<file path="src/rtl/dma_pkg.sv">
// dma_pkg: shared state encoding, status layout and timer constant for the outbound stride DMA
package dma_pkg;
  typedef enum logic [2:0] {
    IDLE  = 3'd0,
    RUN   = 3'd1,
    DRAIN = 3'd2,
    FLUSH = 3'd3
  } dma_state_e;
  localparam int ST_STATE_LSB = 0;
  localparam int ST_IRQ       = 3;
  localparam int ST_EMPTY     = 4;
  localparam int ST_PASS_LSB  = 8;
  localparam int ST_REM_LSB   = 16;
  localparam logic [31:0] TIMER_IMMEDIATE = '1;
endpackage

</file>
<file path="src/rtl/fwft_sc_fifo.sv">
// fwft_sc_fifo: single-clock first-word-fall-through FIFO with synchronous flush
module fwft_sc_fifo #(
  parameter int WIDTH = 33,
  parameter int DEPTH = 32
) (
  input  logic             clk,
  input  logic             srst,
  input  logic             flush,
  input  logic             wr_en,
  input  logic [WIDTH-1:0] wr_data,
  input  logic             rd_en,
  output logic [WIDTH-1:0] rd_data,
  output logic             empty
);
  localparam int AW = $clog2(DEPTH);
  logic [WIDTH-1:0] mem_q [DEPTH];
  logic [AW:0]      wp_q, wp_d, rp_q, rp_d;
  logic             full, push, pull;
  assign empty   = wp_q == rp_q;
  assign full    = wp_q == {~rp_q[AW], rp_q[AW-1:0]};
  assign push    = wr_en && !full;
  assign pull    = rd_en && !empty;
  assign rd_data = mem_q[rp_q[AW-1:0]];
  // pointers advance on accepted push/pull
  always_comb begin
    wp_d = wp_q + (AW+1)'(push);
    rp_d = rp_q + (AW+1)'(pull);
  end
  // pointer registers; flush empties the FIFO in one cycle
  always_ff @(posedge clk or posedge srst) begin
    if (srst) begin
      wp_q <= '0;
      rp_q <= '0;
    end else if (flush) begin
      wp_q <= '0;
      rp_q <= '0;
    end else begin
      wp_q <= wp_d;
      rp_q <= rp_d;
    end
  end
  // storage, no reset needed since reads are qualified by empty
  always_ff @(posedge clk) begin
    if (push) mem_q[wp_q[AW-1:0]] <= wr_data;
  end
endmodule

</file>
<file path="src/rtl/dma_out_stride.sv">
// dma_out_stride: strided, repeating outbound DMA from a memory read port to the crossbar
module dma_out_stride
  import dma_pkg::*;
#(
  parameter int DATA_W = 32,
  parameter int ADDR_W = 32,
  parameter int LEN_W  = 16,
  parameter int REP_W  = 8,
  parameter int DEPTH  = 32
) (
  input  logic              clk,
  input  logic              srst,
  input  logic              config_valid,
  output logic              config_ready,
  input  logic [ADDR_W-1:0] config_start_addr,
  input  logic [ADDR_W-1:0] config_stride,
  input  logic [LEN_W-1:0]  config_length,
  input  logic [REP_W-1:0]  config_repeat,
  input  logic [31:0]       config_timer_init,
  input  logic              config_last,
  input  logic [31:0]       ctimer,
  input  logic              dma_reset,
  output logic [31:0]       status,
  output logic              strobe_complete,
  output logic              irq,
  input  logic              irq_clear,
  output logic [ADDR_W-1:0] rd_addr,
  output logic              rd_valid,
  input  logic              rd_ready,
  input  logic [DATA_W-1:0] rd_data,
  input  logic              rd_data_valid,
  output logic [DATA_W-1:0] out_data,
  output logic              out_last,
  output logic              out_valid,
  input  logic              out_ready
);
  localparam int CW = $clog2(DEPTH) + 1;
  localparam int TW = LEN_W + REP_W;
  dma_state_e        state_q, state_d;
  logic [ADDR_W-1:0] addr_q, addr_d, start_q, start_d, stride_q, stride_d;
  logic [LEN_W-1:0]  len_q, len_d, word_q, word_d;
  logic [REP_W-1:0]  rep_q, rep_d, pass_q, pass_d;
  logic [TW-1:0]     total_q, total_d, ret_q, ret_d;
  logic [CW-1:0]     cred_q, cred_d, outs_q, outs_d;
  logic              last_q, last_d, cfg_rdy_q, cfg_rdy_d, done_q, done_d;
  logic              strobe_q, strobe_d, irq_q, irq_d;
  logic              abort, issue, pop, wr, tag, fifo_empty;
  logic [DATA_W:0]   fifo_dout;
  assign abort           = dma_reset && (state_q == RUN || state_q == DRAIN);
  assign rd_valid        = state_q == RUN && cred_q < CW'(DEPTH) && !dma_reset;
  assign issue           = rd_valid && rd_ready;
  assign out_valid       = !fifo_empty;
  assign pop             = out_valid && out_ready;
  assign wr              = rd_data_valid && (state_q == RUN || state_q == DRAIN);
  assign tag             = last_q && ret_q == total_q - TW'(1);
  assign out_data        = fifo_empty ? '0 : fifo_dout[DATA_W-1:0];
  assign out_last        = !fifo_empty && fifo_dout[DATA_W];
  assign rd_addr         = addr_q;
  assign config_ready    = cfg_rdy_q;
  assign strobe_complete = strobe_q;
  assign irq             = irq_q;
  fwft_sc_fifo #(
    .WIDTH(DATA_W + 1),
    .DEPTH(DEPTH)
  ) u_fifo (
    .clk    (clk),
    .srst   (srst),
    .flush  (abort),
    .wr_en  (wr),
    .wr_data({tag, rd_data}),
    .rd_en  (pop),
    .rd_data(fifo_dout),
    .empty  (fifo_empty)
  );
  // status word assembly
  always_comb begin
    status = '0;
    status[ST_STATE_LSB +: 3] = state_q;
    status[ST_IRQ]            = irq_q;
    status[ST_EMPTY]          = fifo_empty;
    status[ST_PASS_LSB +: 8]  = 8'(pass_q);
    status[ST_REM_LSB +: 16]  = 16'(total_q - ret_q);
  end
  // job sequencing, address walk and flow-control counters
  always_comb begin
    state_d   = state_q;
    addr_d    = addr_q;
    start_d   = start_q;
    stride_d  = stride_q;
    len_d     = len_q;
    rep_d     = rep_q;
    last_d    = last_q;
    word_d    = word_q;
    pass_d    = pass_q;
    total_d   = total_q;
    ret_d     = ret_q + TW'(wr);
    cred_d    = cred_q + CW'(issue) - CW'(pop);
    outs_d    = outs_q + CW'(issue) - CW'(rd_data_valid);
    cfg_rdy_d = 1'b0;
    done_d    = 1'b0;
    strobe_d  = done_q;
    irq_d     = done_q || (irq_q && !irq_clear);
    case (state_q)
      IDLE: begin
        if (config_valid && !cfg_rdy_q) begin
          if (config_length == '0) begin
            cfg_rdy_d = 1'b1;
          end else if (config_timer_init == TIMER_IMMEDIATE || ctimer == config_timer_init) begin
            state_d  = RUN;
            addr_d   = config_start_addr;
            start_d  = config_start_addr;
            stride_d = config_stride;
            len_d    = config_length;
            rep_d    = config_repeat;
            last_d   = config_last;
            word_d   = '0;
            pass_d   = '0;
            ret_d    = '0;
            total_d  = TW'(config_length) * (TW'(config_repeat) + TW'(1));
          end
        end
      end
      RUN: begin
        if (abort) begin
          state_d   = FLUSH;
          cfg_rdy_d = 1'b1;
          cred_d    = '0;
        end else if (issue) begin
          if (word_q == len_q - LEN_W'(1)) begin
            word_d = '0;
            addr_d = start_q;
            pass_d = pass_q + REP_W'(1);
            if (pass_q == rep_q) state_d = DRAIN;
          end else begin
            word_d = word_q + LEN_W'(1);
            addr_d = addr_q + stride_q;
          end
        end
      end
      DRAIN: begin
        if (abort) begin
          state_d   = FLUSH;
          cfg_rdy_d = 1'b1;
          cred_d    = '0;
        end else if (ret_q == total_q && fifo_empty) begin
          state_d   = IDLE;
          cfg_rdy_d = 1'b1;
          done_d    = 1'b1;
        end
      end
      FLUSH: begin
        if (outs_q == '0) state_d = IDLE;
      end
      default: state_d = IDLE;
    endcase
  end
  // state and counter registers
  always_ff @(posedge clk or posedge srst) begin
    if (srst) begin
      state_q   <= IDLE;
      addr_q    <= '0;
      start_q   <= '0;
      stride_q  <= '0;
      len_q     <= '0;
      rep_q     <= '0;
      last_q    <= 1'b0;
      word_q    <= '0;
      pass_q    <= '0;
      total_q   <= '0;
      ret_q     <= '0;
      cred_q    <= '0;
      outs_q    <= '0;
      cfg_rdy_q <= 1'b0;
      done_q    <= 1'b0;
      strobe_q  <= 1'b0;
      irq_q     <= 1'b0;
    end else begin
      state_q   <= state_d;
      addr_q    <= addr_d;
      start_q   <= start_d;
      stride_q  <= stride_d;
      len_q     <= len_d;
      rep_q     <= rep_d;
      last_q    <= last_d;
      word_q    <= word_d;
      pass_q    <= pass_d;
      total_q   <= total_d;
      ret_q     <= ret_d;
      cred_q    <= cred_d;
      outs_q    <= outs_d;
      cfg_rdy_q <= cfg_rdy_d;
      done_q    <= done_d;
      strobe_q  <= strobe_d;
      irq_q     <= irq_d;
    end
  end
endmodule

</file>
<file path="config.mk">
export PLATFORM = sky130hd
export DESIGN_NAME = dma_out_stride
export DESIGN_NICKNAME = d
export VERILOG_FILES = /design/src/rtl/dma_pkg.sv /design/src/rtl/fwft_sc_fifo.sv /design/src/rtl/dma_out_stride.sv
export SDC_FILE = /design/constraint.sdc
export NUM_CORES = 2
export LEC_CHECK = 0
export BUFFER_PORTS_ARGS = -buffer_cell sky130_fd_sc_hd__buf_2
export CAP_MARGIN = 20
export CORE_UTILIZATION = 60
export DETAILED_ROUTE_END_ITERATION = 12
export PLACE_DENSITY = 0.79
export SYNTH_ARGS = -nofsm -noshare
export SYNTH_HDL_FRONTEND = slang
export SYNTH_SLANG_ARGS = --single-unit
</file>
<file path="constraint.sdc">
create_clock -name clk -period 10.22 [get_ports clk]
set_input_delay 2.044 -clock clk [delete_from_list [all_inputs] [get_ports clk]]
set_output_delay 2.044 -clock clk [all_outputs]
set_load 0.01 [all_outputs]
</file>
==> results.cfg <==
[run_status]
outcome = finished, final reports clean

[setup_path]
critPathCaptureType = register
r2r_end = u_fifo.mem_q[27][9]
critical_path_required_ps = 10780
crit_type = primary input to register
crit_fanout = 20
cp.arrival_ps = 7690
r2r_start = u_fifo.rp_q[4]
r2r_slack_ps = 5700
start_kind = primary input
worstRegToRegCells = 7

[sta]
fin_setup_tns_ps = 0
period_share_pct = 69.8
finalHoldViolCount = 0
min_period_ps = 7140
max_freq_ghz = 0.140
fin_worst_skew_ps = 110
slew_violations = 0
rsz0062_at_grt = no
finalSetupViolCount = 0
worstMarginPinSlew_ps = 1170
relSlewSlack_pct = 21.8

[global_route]
grt_max_degree = 84
grt_pass1_wl_mm = 218
antenna_found_initial = 11
track_usage_pct = 29.2
gr-total-overflow = 0
grt_pass1_vias = 36200

[clocking]
cts_buffers = 121
numClockSinks = 1279
cts_tree = done
cts_resized = 0
cts.clk_slew.worst_paths_ps = 60
clock-root-buffer = clkbuf_16
h-tree-depth = 3
postCtsHoldBufs = 0
cts.path.max_buffers = 3
cts_setup_buffers = 0
insertion_delay_ps = 780

[synthesis]
synth_area_leader_cell = edfxtp_1
syn_area_um2 = 59400
syn_inst = 4109
yosys.area.top_type_share_pct = 53.4
synth_ff_type = edfxtp_1
synth_area_leaders = edfxtp_1, dfrtp_1, mux4_2
yosys_warnings = 0
yosysSeqAreaShare_pct = 62.8
async_flop_share_pct = 17.4
synth_edf_count = 1056
ys_seq_elements = 1279
syn_avg_cell_area_um2 = 14.4
synth.distinct_cells = 79

[routing]
drtIter0Drc = 3898
drt-vias-per-instance = 6.35
drt-total-wl_mm = 147
routed-via-count = 36700
firstDrtPassIters = 6
ant_nets = 0
avgRoutedWirePerCell_um = 25.4
route.detailed.drc = 0

[finish]
nets = 4787
final_core_util_pct = 67.9
drive_above_1_share_pct = 20.3
final_cell_mix = edfxtp_1, buf_2, o21ai_0
syn2layout_area_growth_pct = 12.3
final_common_cell = edfxtp_1

[floorplan]
dieArea_um2 = 100000
rows = 115
fp.dieH_um = 317
start_util_pct = 60.5
die_x_um = 317
io_pins = 295
design.core.area_um2 = 98100

[placement]
dp_hpwl_mm = 84.9
place_congestion = 0.873
placement.io_buffers = 290

[power]
p_leak_nw = 25.1
max-vdd-ir-drop_mv = 0.196
p_total_mw = 15.3
p_per_area_nw_per_um2 = 230

[min_path]
hp-start = done_q
hold_path_end = strobe_complete
hold_path_depth = 0
hold_path_class = register to register

[run]
drv_cap = 0
## flip-flops by register name, indices dropped and copies added, names as in the netlist, 8 cells and up
register	flops
word_q	16
ret_q	24
rep_q	8
rd_addr	32
len_q	16
start_q	32
stride_q	32
u_fifo.mem_q	1056
pass_q	8
total_q	24
## layout make-up
class | count | area [um2]
antenna | 6 | 15.0
inverter | 194 | 736
clock inverter | 89 | 1050
tap | 1287 | 1610
timing repair buffer | 358 | 2030
multi-input combinational | 2419 | 20700
fill | 6486 | 31500
clock buffer | 143 | 3190
sequential | 1279 | 37300
## through the flow
| step | instance area (um2) | hold WS [ps] | cells | setup WS [ps] |
|---|---|---|---|---|
| after floorplan | 59400 | 355 | 4112 | 2070 |
| after global placement | 62400 | 368 | 5534 | 2570 |
| after detailed placement | 62400 | 370 | 5534 | 2460 |
| after CTS | 66600 | 379 | 5766 | 3150 |
| after global routing | 66700 | 385 | 5773 | 2800 |
| final | 66700 | 378 | 5775 | 3080 |
## critical path, cell delays in order
cell and delay [ps]:
buf_2 280, ha_1 240, nand3_1 120, nor2_1 170
and3_1 560, nand2_1 160, fa_1 470, fa_1 490
inv_1 50, fa_1 480, inv_1 60, fa_1 470
inv_1 50, ha_1 320, a21oi_1 70, o21bai_1 210
a21oi_1 120, o21ai_0 450, a211oi_1 170, o31ai_1 300
xor2_1 110, mux2_2 280
## synthesized netlist by cell type (6+ instances only)
cell type,number
a211oi_1,10
a21boi_0,6
a21o_1,26
a21oi_1,180
a221oi_1,68
a22oi_1,67
a31oi_1,8
and2_1,29
and3_1,28
buf_1,43
buf_2,12
buf_4,7
clkbuf_1,155
dfrtp_1,223
edfxtp_1,1056
fa_1,102
ha_1,119
inv_1,193
mux2_2,163
mux2i_1,209
mux4_2,132
nand2_1,194
nand2b_1,41
nand3_1,82
nand3b_1,8
nand4_1,26
nor2_1,191
nor2b_1,88
nor3_1,29
nor4_1,22
o211ai_1,6
o21ai_0,249
o21bai_1,13
o221ai_1,8
o31ai_1,16
or3_1,13
xnor2_1,103
xor2_1,110
## where the power goes
| group | internal (mW) | total [mW] | switching (mW) |
|---|---|---|---|
| logic | 1.87 | 4.57 | 2.70 |
| registers | 5.88 | 6.08 | 0.207 |
| clock network | 2.68 | 4.69 | 2.01 |
| total | 10.4 | 15.3 | 4.91 |
## how the worst max path moves through the flow
stage / from / to / slack [ps]
floorplan: srst / config_ready / 2070
global placement: config_repeat[0] / total_q[22] / 2570
detailed placement: config_repeat[0] / total_q[22] / 2460
CTS: config_repeat[0] / total_q[22] / 3150
global route: config_repeat[0] / total_q[22] / 2800
finish: config_repeat[0] / total_q[22] / 3080
## kinds of logic after synthesis
kind of cell | after synthesis | synth area share [%]
AOI/OAI and AO/OA | 693 | 7.15
xor gates and xnor gates | 213 | 3.14
adders and majority gates | 221 | 5.95
buffers and inverters | 414 | 2.73
DFF | 1279 | 62.8
muxes | 505 | 11.6
other | 1 | 0.00632
and+or+nand+nor | 783 | 6.57
## metal layers
layer | track usage, % | wire length (um)
met1 | 38.4 | 55600
met2 | 49.1 | 73700
met3 | 4.40 | 11700
met4 | 11.7 | 5630
met5 | 0 | 68
No activity file was read; power rests on OpenSTA's default activity.
